### config.mk
export PLATFORM = sky130hd
export DESIGN_NAME = div_unit_flat
export DESIGN_NICKNAME = d
export VERILOG_FILES = /design/src/rtl/div_unit_if.sv /design/src/rtl/div_unit.sv /design/src/flat_wrapper.sv
export SDC_FILE = /design/constraint.sdc
export NUM_CORES = 1
export LEC_CHECK = 0
export CORE_MARGIN = 3
export CORE_UTILIZATION = 40
export CTS_CLUSTER_SIZE = 16
export DETAILED_ROUTE_END_ITERATION = 10
export GPL_TIMING_DRIVEN = 0
export PLACE_DENSITY_LB_ADDON = 0.1
export SYNTH_ARGS = -nofsm -noshare
export SYNTH_HDL_FRONTEND = slang
export SYNTH_SLANG_ARGS = --single-unit
### constraint.sdc
create_clock -name clk -period 2.5 [get_ports clk]
set_input_delay 0.375 -clock clk [delete_from_list [all_inputs] [get_ports clk]]
set_output_delay 0.375 -clock clk [all_outputs]
set_load 0.01 [all_outputs]
### src/rtl/div_unit_if.sv
// div_unit_if: EX-stage to divider handshake bundle
// Signals:
//   signed_div_i  1 = DIV (signed), 0 = DIVU
//   opdata1_i     dividend, captured at start
//   opdata2_i     divisor, captured at start
//   start_i       request, held by EX until the result is consumed
//   annul_i       abort the operation in flight
//   result_o      {remainder, quotient}, valid while ready_o = 1
//   ready_o       result valid
// Modports: master = EX side, slave = divider side.
interface div_unit_if;
    logic        signed_div_i;
    logic [31:0] opdata1_i;
    logic [31:0] opdata2_i;
    logic        start_i;
    logic        annul_i;
    logic [63:0] result_o;
    logic        ready_o;
    modport master (
        output signed_div_i, opdata1_i, opdata2_i, start_i, annul_i,
        input  result_o, ready_o
    );
    modport slave (
        input  signed_div_i, opdata1_i, opdata2_i, start_i, annul_i,
        output result_o, ready_o
    );
endinterface

### src/rtl/div_unit.sv
// div_unit: multi-cycle radix-2 restoring 32-bit divider for MIPS DIV/DIVU
// Ports:
//   clk  rising-edge clock
//   rst  synchronous active-high reset
//   bus  div_unit_if.slave: operands/start/annul in, {remainder, quotient}/ready out
// Configuration macro DIV_SIGNED_EN: when defined, signed_div_i selects signed
// division with operand conditioning and result sign correction; when undefined
// every operation is unsigned and that logic is absent. Timing is identical.
// Latency: start sampled at E0, 32 steps on E1..E32, result and ready on E33.
// Divide by zero: result 0, ready after E2.
module div_unit (
    input  logic      clk,
    input  logic      rst,
    div_unit_if.slave bus
);
    typedef enum logic [1:0] {FREE, BYZERO, ON, END} state_t;
    state_t      state;
    logic [5:0]  cnt;
    logic [64:0] work;
    logic [31:0] divisor;
    logic [64:0] shifted;
    logic [33:0] diff;
    logic [31:0] dividend_in;
    logic [31:0] divisor_in;
    logic [31:0] quot;
    logic [31:0] rem;
    logic        accept;
    assign accept  = (state == FREE) && bus.start_i && !bus.annul_i;
    assign shifted = {work[63:0], 1'b0};
    // Trial subtraction; bit 33 set means the difference went negative (restore).
    assign diff    = {1'b0, shifted[64:32]} - {2'b00, divisor};
`ifdef DIV_SIGNED_EN
    logic neg1;
    logic neg2;
    logic sign1;
    logic sign2;
    assign neg1        = bus.signed_div_i & bus.opdata1_i[31];
    assign neg2        = bus.signed_div_i & bus.opdata2_i[31];
    assign dividend_in = neg1 ? -bus.opdata1_i : bus.opdata1_i;
    assign divisor_in  = neg2 ? -bus.opdata2_i : bus.opdata2_i;
    // Quotient negative when signs differ; remainder follows the dividend.
    assign quot        = (sign1 ^ sign2) ? -work[31:0] : work[31:0];
    assign rem         = sign1 ? -work[63:32] : work[63:32];
    always_ff @(posedge clk) begin
        if (rst) begin
            sign1 <= 1'b0;
            sign2 <= 1'b0;
        end else if (accept) begin
            sign1 <= neg1;
            sign2 <= neg2;
        end
    end
`else
    assign dividend_in = bus.opdata1_i;
    assign divisor_in  = bus.opdata2_i;
    assign quot        = work[31:0];
    assign rem         = work[63:32];
`endif
    always_ff @(posedge clk) begin
        if (rst) begin
            state        <= FREE;
            cnt          <= 6'd0;
            work         <= 65'd0;
            divisor      <= 32'd0;
            bus.ready_o  <= 1'b0;
            bus.result_o <= 64'd0;
        end else begin
            case (state)
                FREE: begin
                    bus.ready_o  <= 1'b0;
                    bus.result_o <= 64'd0;
                    if (accept) begin
                        if (bus.opdata2_i == 32'd0) begin
                            state <= BYZERO;
                        end else begin
                            state   <= ON;
                            cnt     <= 6'd0;
                            work    <= {33'd0, dividend_in};
                            divisor <= divisor_in;
                        end
                    end
                end
                BYZERO: state <= bus.annul_i ? FREE : END;
                ON: begin
                    if (bus.annul_i) begin
                        state <= FREE;
                    end else if (cnt == 6'd32) begin
                        bus.result_o <= {rem, quot};
                        bus.ready_o  <= 1'b1;
                        state        <= END;
                    end else begin
                        work <= diff[33] ? shifted : {diff[32:0], shifted[31:1], 1'b1};
                        cnt  <= cnt + 6'd1;
                    end
                end
                END: begin
                    // Entered from BYZERO with ready low and result zero;
                    // ready rises here on the following edge.
                    if (!bus.start_i) begin
                        state        <= FREE;
                        bus.ready_o  <= 1'b0;
                        bus.result_o <= 64'd0;
                    end else begin
                        bus.ready_o <= 1'b1;
                    end
                end
                default: state <= FREE;
            endcase
        end
    end
endmodule

### src/flat_wrapper.sv
// flat-port wrapper written by rule: the top's interface ports become plain ports
module div_unit_flat 
  (clk, rst, bus_signed_div_i, bus_opdata1_i, bus_opdata2_i, bus_start_i, bus_annul_i, bus_result_o, bus_ready_o);
  div_unit_if bus_i ();
  input  logic clk;
  input  logic rst;
  input wire logic [$bits(bus_i.signed_div_i)-1:0] bus_signed_div_i;
  input wire logic [$bits(bus_i.opdata1_i)-1:0] bus_opdata1_i;
  input wire logic [$bits(bus_i.opdata2_i)-1:0] bus_opdata2_i;
  input wire logic [$bits(bus_i.start_i)-1:0] bus_start_i;
  input wire logic [$bits(bus_i.annul_i)-1:0] bus_annul_i;
  output wire logic [$bits(bus_i.result_o)-1:0] bus_result_o;
  output wire logic [$bits(bus_i.ready_o)-1:0] bus_ready_o;
  assign bus_i.signed_div_i = bus_signed_div_i;
  assign bus_i.opdata1_i = bus_opdata1_i;
  assign bus_i.opdata2_i = bus_opdata2_i;
  assign bus_i.start_i = bus_start_i;
  assign bus_i.annul_i = bus_annul_i;
  assign bus_result_o = bus_i.result_o;
  assign bus_ready_o = bus_i.ready_o;
  div_unit u_core (.clk(clk), .rst(rst), .bus(bus_i));
endmodule
# Word-level counts from Yosys, hierarchy flattened
# Index checks and enable logic that the tools add are counted.
[totals] ramBits=0 output_inout_bits=65 input_bits=69 wordCells=58 n_memories=0 latchBits=0 reg_bits=169 rom_bits=0
[op_classes] multipliers=0 shift=0 magnitude_cmp=0 reduce_logical=12 bitwise=1 n_eq_ne=11 div=0 mux=26 addsub=2
[op_table] cell="64-bit 2-to-1 mux" n=8
[op_table] cell="64-bit one-hot mux with 3 select lines" n=1
[op_table] cell="64-bit one-hot mux with 2 select lines" n=1
[op_table] cell="33-bit by 32-bit subtractor with 34-bit output" n=1
[op_table] cell="32-bit zero test" n=1
[op_table] cell="6-bit 2-to-1 mux" n=4
[op_table] cell="2-bit 2-to-1 mux" n=6
[op_table] cell="6-bit one-hot mux with 2 select lines" n=1
[op_table] cell="3-bit AND reduction" n=3
[op_table] cell="2-bit inequality test, second input constant" n=4
[op_table] cell="2-bit one-hot mux with 4 select lines" n=1
[op_table] cell="6-bit by 1-bit adder with 6-bit output, second input constant" n=1
[op_table] cell="6-bit equality test, second input constant" n=1
[op_table] cell="5-bit AND reduction" n=1
[op_table] cell="2-bit equality test, second input constant" n=2
[op_table] cell="2-bit by 1-bit inequality test with 1-bit output, second input constant" n=2
[op_table] cell="4-bit AND reduction" n=1
[op_table] cell="1-bit 2-to-1 mux" n=3
[op_table] cell="3-bit by 2-bit inequality test with 1-bit output, second input constant" n=1
[op_table] cell="1-bit one-hot mux with 3 select lines" n=1
[op_table] cell="3-bit nonzero test" n=1
[op_table] cell="2-bit by 1-bit equality test with 1-bit output, second input constant" n=1
[op_table] cell="1-bit logical AND" n=2
[op_table] cell="2-bit zero test" n=1
[op_table] cell="3 further kinds" n=3

# Logic depth before layout (Yosys ltp)
[depth] depth_word=5 ltp_mapped=14 mapped_depth_nobuf=13

# Least setup slack after synthesis
# No wires, ideal clock.
[synth_path] path_kind="flip-flop to flip-flop" startpoint="reg u_core.divisor[1]" endpoint="reg u_core.work[59]" path_buffers=0 period_less_slack_ps=2788 stages_incl_launch_ff=13 required_time_ps=2378 arrival_time_ps=2666 setup_ps=122 slack_ps=-288 cell_sequence="dfxtp_1 -> inv_1 -> ha_1 -> nor2b_1 -> o31a_1 -> nor4b_4 -> o41ai_2 -> o22ai_2 -> o21ai_1 -> a21o_1 -> or4_1 -> nor4b_1 -> a221o_1"
[synth_between] elab_chain_len=5
[synth_lines] element="start, declared" line="div_unit.sv:20" text="logic [31:0] divisor;"
[synth_lines] element="start signal, assigned" line="div_unit.sv:79" text="divisor <= divisor_in;"
[synth_lines] element="33-bit by 32-bit subtractor with 34-bit output" line="div_unit.sv:31" text="assign diff = {1'b0, shifted[64:32]} - {2'b00, divisor};"
[synth_lines] element="64-bit 2-to-1 mux" line="div_unit.sv:92" text="work <= diff[33] ? shifted : {diff[32:0], shifted[31:1], 1'b1};"
[synth_lines] element="64-bit 2-to-1 mux" line="div_unit.sv:87" text="end else if (cnt == 6'd32) begin"
[synth_lines] element="64-bit 2-to-1 mux" line="div_unit.sv:85" text="if (bus.annul_i) begin"
[synth_lines] element="64-bit one-hot mux with 2 select lines" line="div_unit.sv:68" text="case (state)"
[synth_lines] element="end signal, assigned" line="div_unit.sv:78" text="work <= {33'd0, dividend_in};"
[synth_lines] element="end signal, assigned" line="div_unit.sv:92"
[synth_lines] element="end, declared" line="div_unit.sv:19" text="logic [64:0] work;"
# Every way passes these cells. The select of a mux whose other input is x is not followed.
# A chain may end at the register's enable or synchronous reset.

# Worst setup path in the final report
# Ends and elaborated chain as after synthesis.

==> run summary <==
status - finished, violations left
failing checks - setup timing
final worst slack - -0.544 ns
H-Tree Depth - 4
clk slew on worst S/H paths - 0.07 ns
initial antenna violation count - 0
TritonCTS Buffers - 17
max-slew violations - 0
share of flip-flops with an asynchronous set or reset - 0
synthesized cell area - 0.00832 mm^2
n_diodes - 0
die extent in x - 150 um
worst setup path class - reg -> reg
grt total ovfl - 0
Worst Path Required - 2.82 ns
Leak - 4.15 nW
placed wire-length estimate - 18.1 mm
Finished Core Util - 0.563
Final period util - 1.22
total number of vias - 7923
Residual DRC - 0
nets@finish - 1331
most common cell after layout, fill and taps aside - nand2_1
gpl congestion - 0.887
Critical Path Start Type - flop
Mean Syn Cell Area - 7.96 um^2
clock latency on the worst-skew pair - 0.43 ns
Fin. Hold Viols - 0
Tot GR Track Use - 0.225
first-pass GRT wire length - 40.3 mm
Max FO, Critical Path - 6
pin count of the biggest net entering global routing - 17
Post-synth EDFFs - 0
distinct cell type count of the synthesized netlist - 58
routed len/inst - 16.8 um
share of the synthesized area in the top cell type - 0.407
final wirelength - 25.3 mm
unrepaired setup endpoints after global routing - true
vias in the first global route - 7745
dominant cells by area after synthesis - dfxtp_1, a21oi_1, nand2_1
sequential share of the synthesized area - 0.407
IO Pins - 134
CTS sink cnt - 169
dominant cell type by area after synthesis - dfxtp_1
clock root buffer - clkbuf_16
Worst VDD drop - 0.569 mV
PD cells - 1160 mW/mm^2
Area Overhead vs Synth - 37.9%
Starting Density - 0.408
CP arrival - 3.36 ns
die height - 150 um
dominant synthesized flop cell - dfxtp_1
worst slew pin tran - 0.695 ns
die area - 0.0226 mm^2
ANT nets after route - 0
Longest Clk Path Bufs - 2
port bufs - 132
vias per cell - 5.26
MaxCap Viol Count - 0
Syn. warnings - 0
Hold-fix buffers, CTS - 0
Clock Skews - 0.00998 ns
layout cell share with drive strength beyond 1 - 0.151
CTS tree - done
Total Power - 13.2 mW
First-pass DRT Iterations - 7
Rows - 52
Mapped Nets - 1153
initial DRC count - 420
non-filler cells, final - 1505
Worst slew margin - 0.537
# setup viols final - 33
Achievable Freq - 329 MHz
most frequent cells in the layout - nand2_1, dfxtp_1, clkdlybuf4s50_1
cells after synthesis - 1045
#FFs+latches synth - 169
min Tclk post-route - 3.04 ns
core area - 0.0204 mm^2
worst hold path type - reg -> reg
CP endpoint kind - flop
DP Cell Count - 1447
## cells in the mapped netlist (9+ instances only)
library cell	count
clkbuf_1	57
nand3_1	75
mux2i_1	33
inv_1	45
o21ai_1	20
nand2b_1	9
nand2_1	173
o21ai_0	33
nor2_1	73
a211oi_1	35
dfxtp_1	169
xor2_1	11
a21oi_1	145
ha_1	38
xnor2_1	15
## worst max-delay path, cell delays in order, from the launching register on
cell and delay [ns]:
dfxtp_2 0.34, inv_2 0.04, ha_4 0.22, nor2b_4 0.12
o31a_1 0.32, buf_4 0.17, o311ai_4 0.23, nand3_2 0.19
a31oi_4 0.25, a21oi_4 0.10, a211oi_4 0.25, buf_12 0.17
nand2b_4 0.17, nor4b_1 0.07, a221o_1 0.27
## timing repair
| item | in CTS | in global routing |
|---|---|---|
| setup endpoints to repair | 141 | 161 |
| resized for setup | 78 | 63 |
| buffers inserted | 19 | 10 |
| cloned | 6 | 0 |
| pin swaps | 19 | 19 |
## through the flow
| stage | worst slack (ns) | area (um^2) | hold WS, ns | setup TNS, ns |
|---|---|---|---|---|
| final | -0.544 | 11500 | 0.453 | -15.49 |
| after global routing | -0.620 | 11500 | 0.472 | -18.44 |
| after CTS | -0.450 | 11300 | 0.454 | -12.22 |
| after detailed placement | -1.39 | 10100 | 0.446 | -84.04 |
| after global placement | -1.37 | 10100 | 0.439 | -83.85 |
| after floorplan | -0.251 | 8430 | 0.436 | -4.57 |
## per-layer routing
| layer | global-route usage | wire length (um) |
|---|---|---|
| met5 | 0 | 0 |
| met2 | 0.360 | 11600 |
| met3 | 0.0443 | 1010 |
| met4 | 0.0558 | 447 |
| met1 | 0.312 | 12300 |
## cell type report
class / count / area, um^2
clock inverter: 13 / 169
buffer: 63 / 353
tap: 270 / 338
clock buffer: 18 / 439
timing repair buffer: 164 / 1710
sequential: 169 / 3390
inverter: 45 / 169
fill: 1944 / 8900
multi-input combinational: 763 / 4900
## cell families after synthesis
family	after synthesis	share of synthesized area
buffers and inverters	113	0.0536
and+or+nand+nor	375	0.200
muxes	34	0.0411
adders and majority gates	39	0.0596
AOI/OAI and AO/OA	289	0.212
xor gates and xnor gates	26	0.0274
DFF	169	0.407
## state kept, by name, summed over array words and instances (netlist names)
name and flops:
u_core.work 64, u_core.state 2, u_core.bus.ready_o 1, u_core.cnt 6, u_core.bus.result_o 64, u_core.divisor 32
## where the power goes
part / internal [mW] / switching (mW)
clock network: 1.61 / 1.16
registers: 3.04 / 0.255
logic: 3.15 / 4.03
total: 7.80 / 5.45
## worst paths after layout
| path | cells past startpoint | from | slack [ns] | end |
|---|---|---|---|---|
| max | 14 | u_core.divisor[1] | -0.54 | u_core.work[59] |
| min | 2 | u_core.bus.result_o[50] | 0.45 | u_core.bus.result_o[50] |
| max reg2reg | 14 | u_core.divisor[1] | -0.54 | u_core.work[59] |
| min reg2reg | 2 | u_core.bus.result_o[50] | 0.45 | u_core.bus.result_o[50] |
No activity file was read; power rests on OpenSTA's default activity.
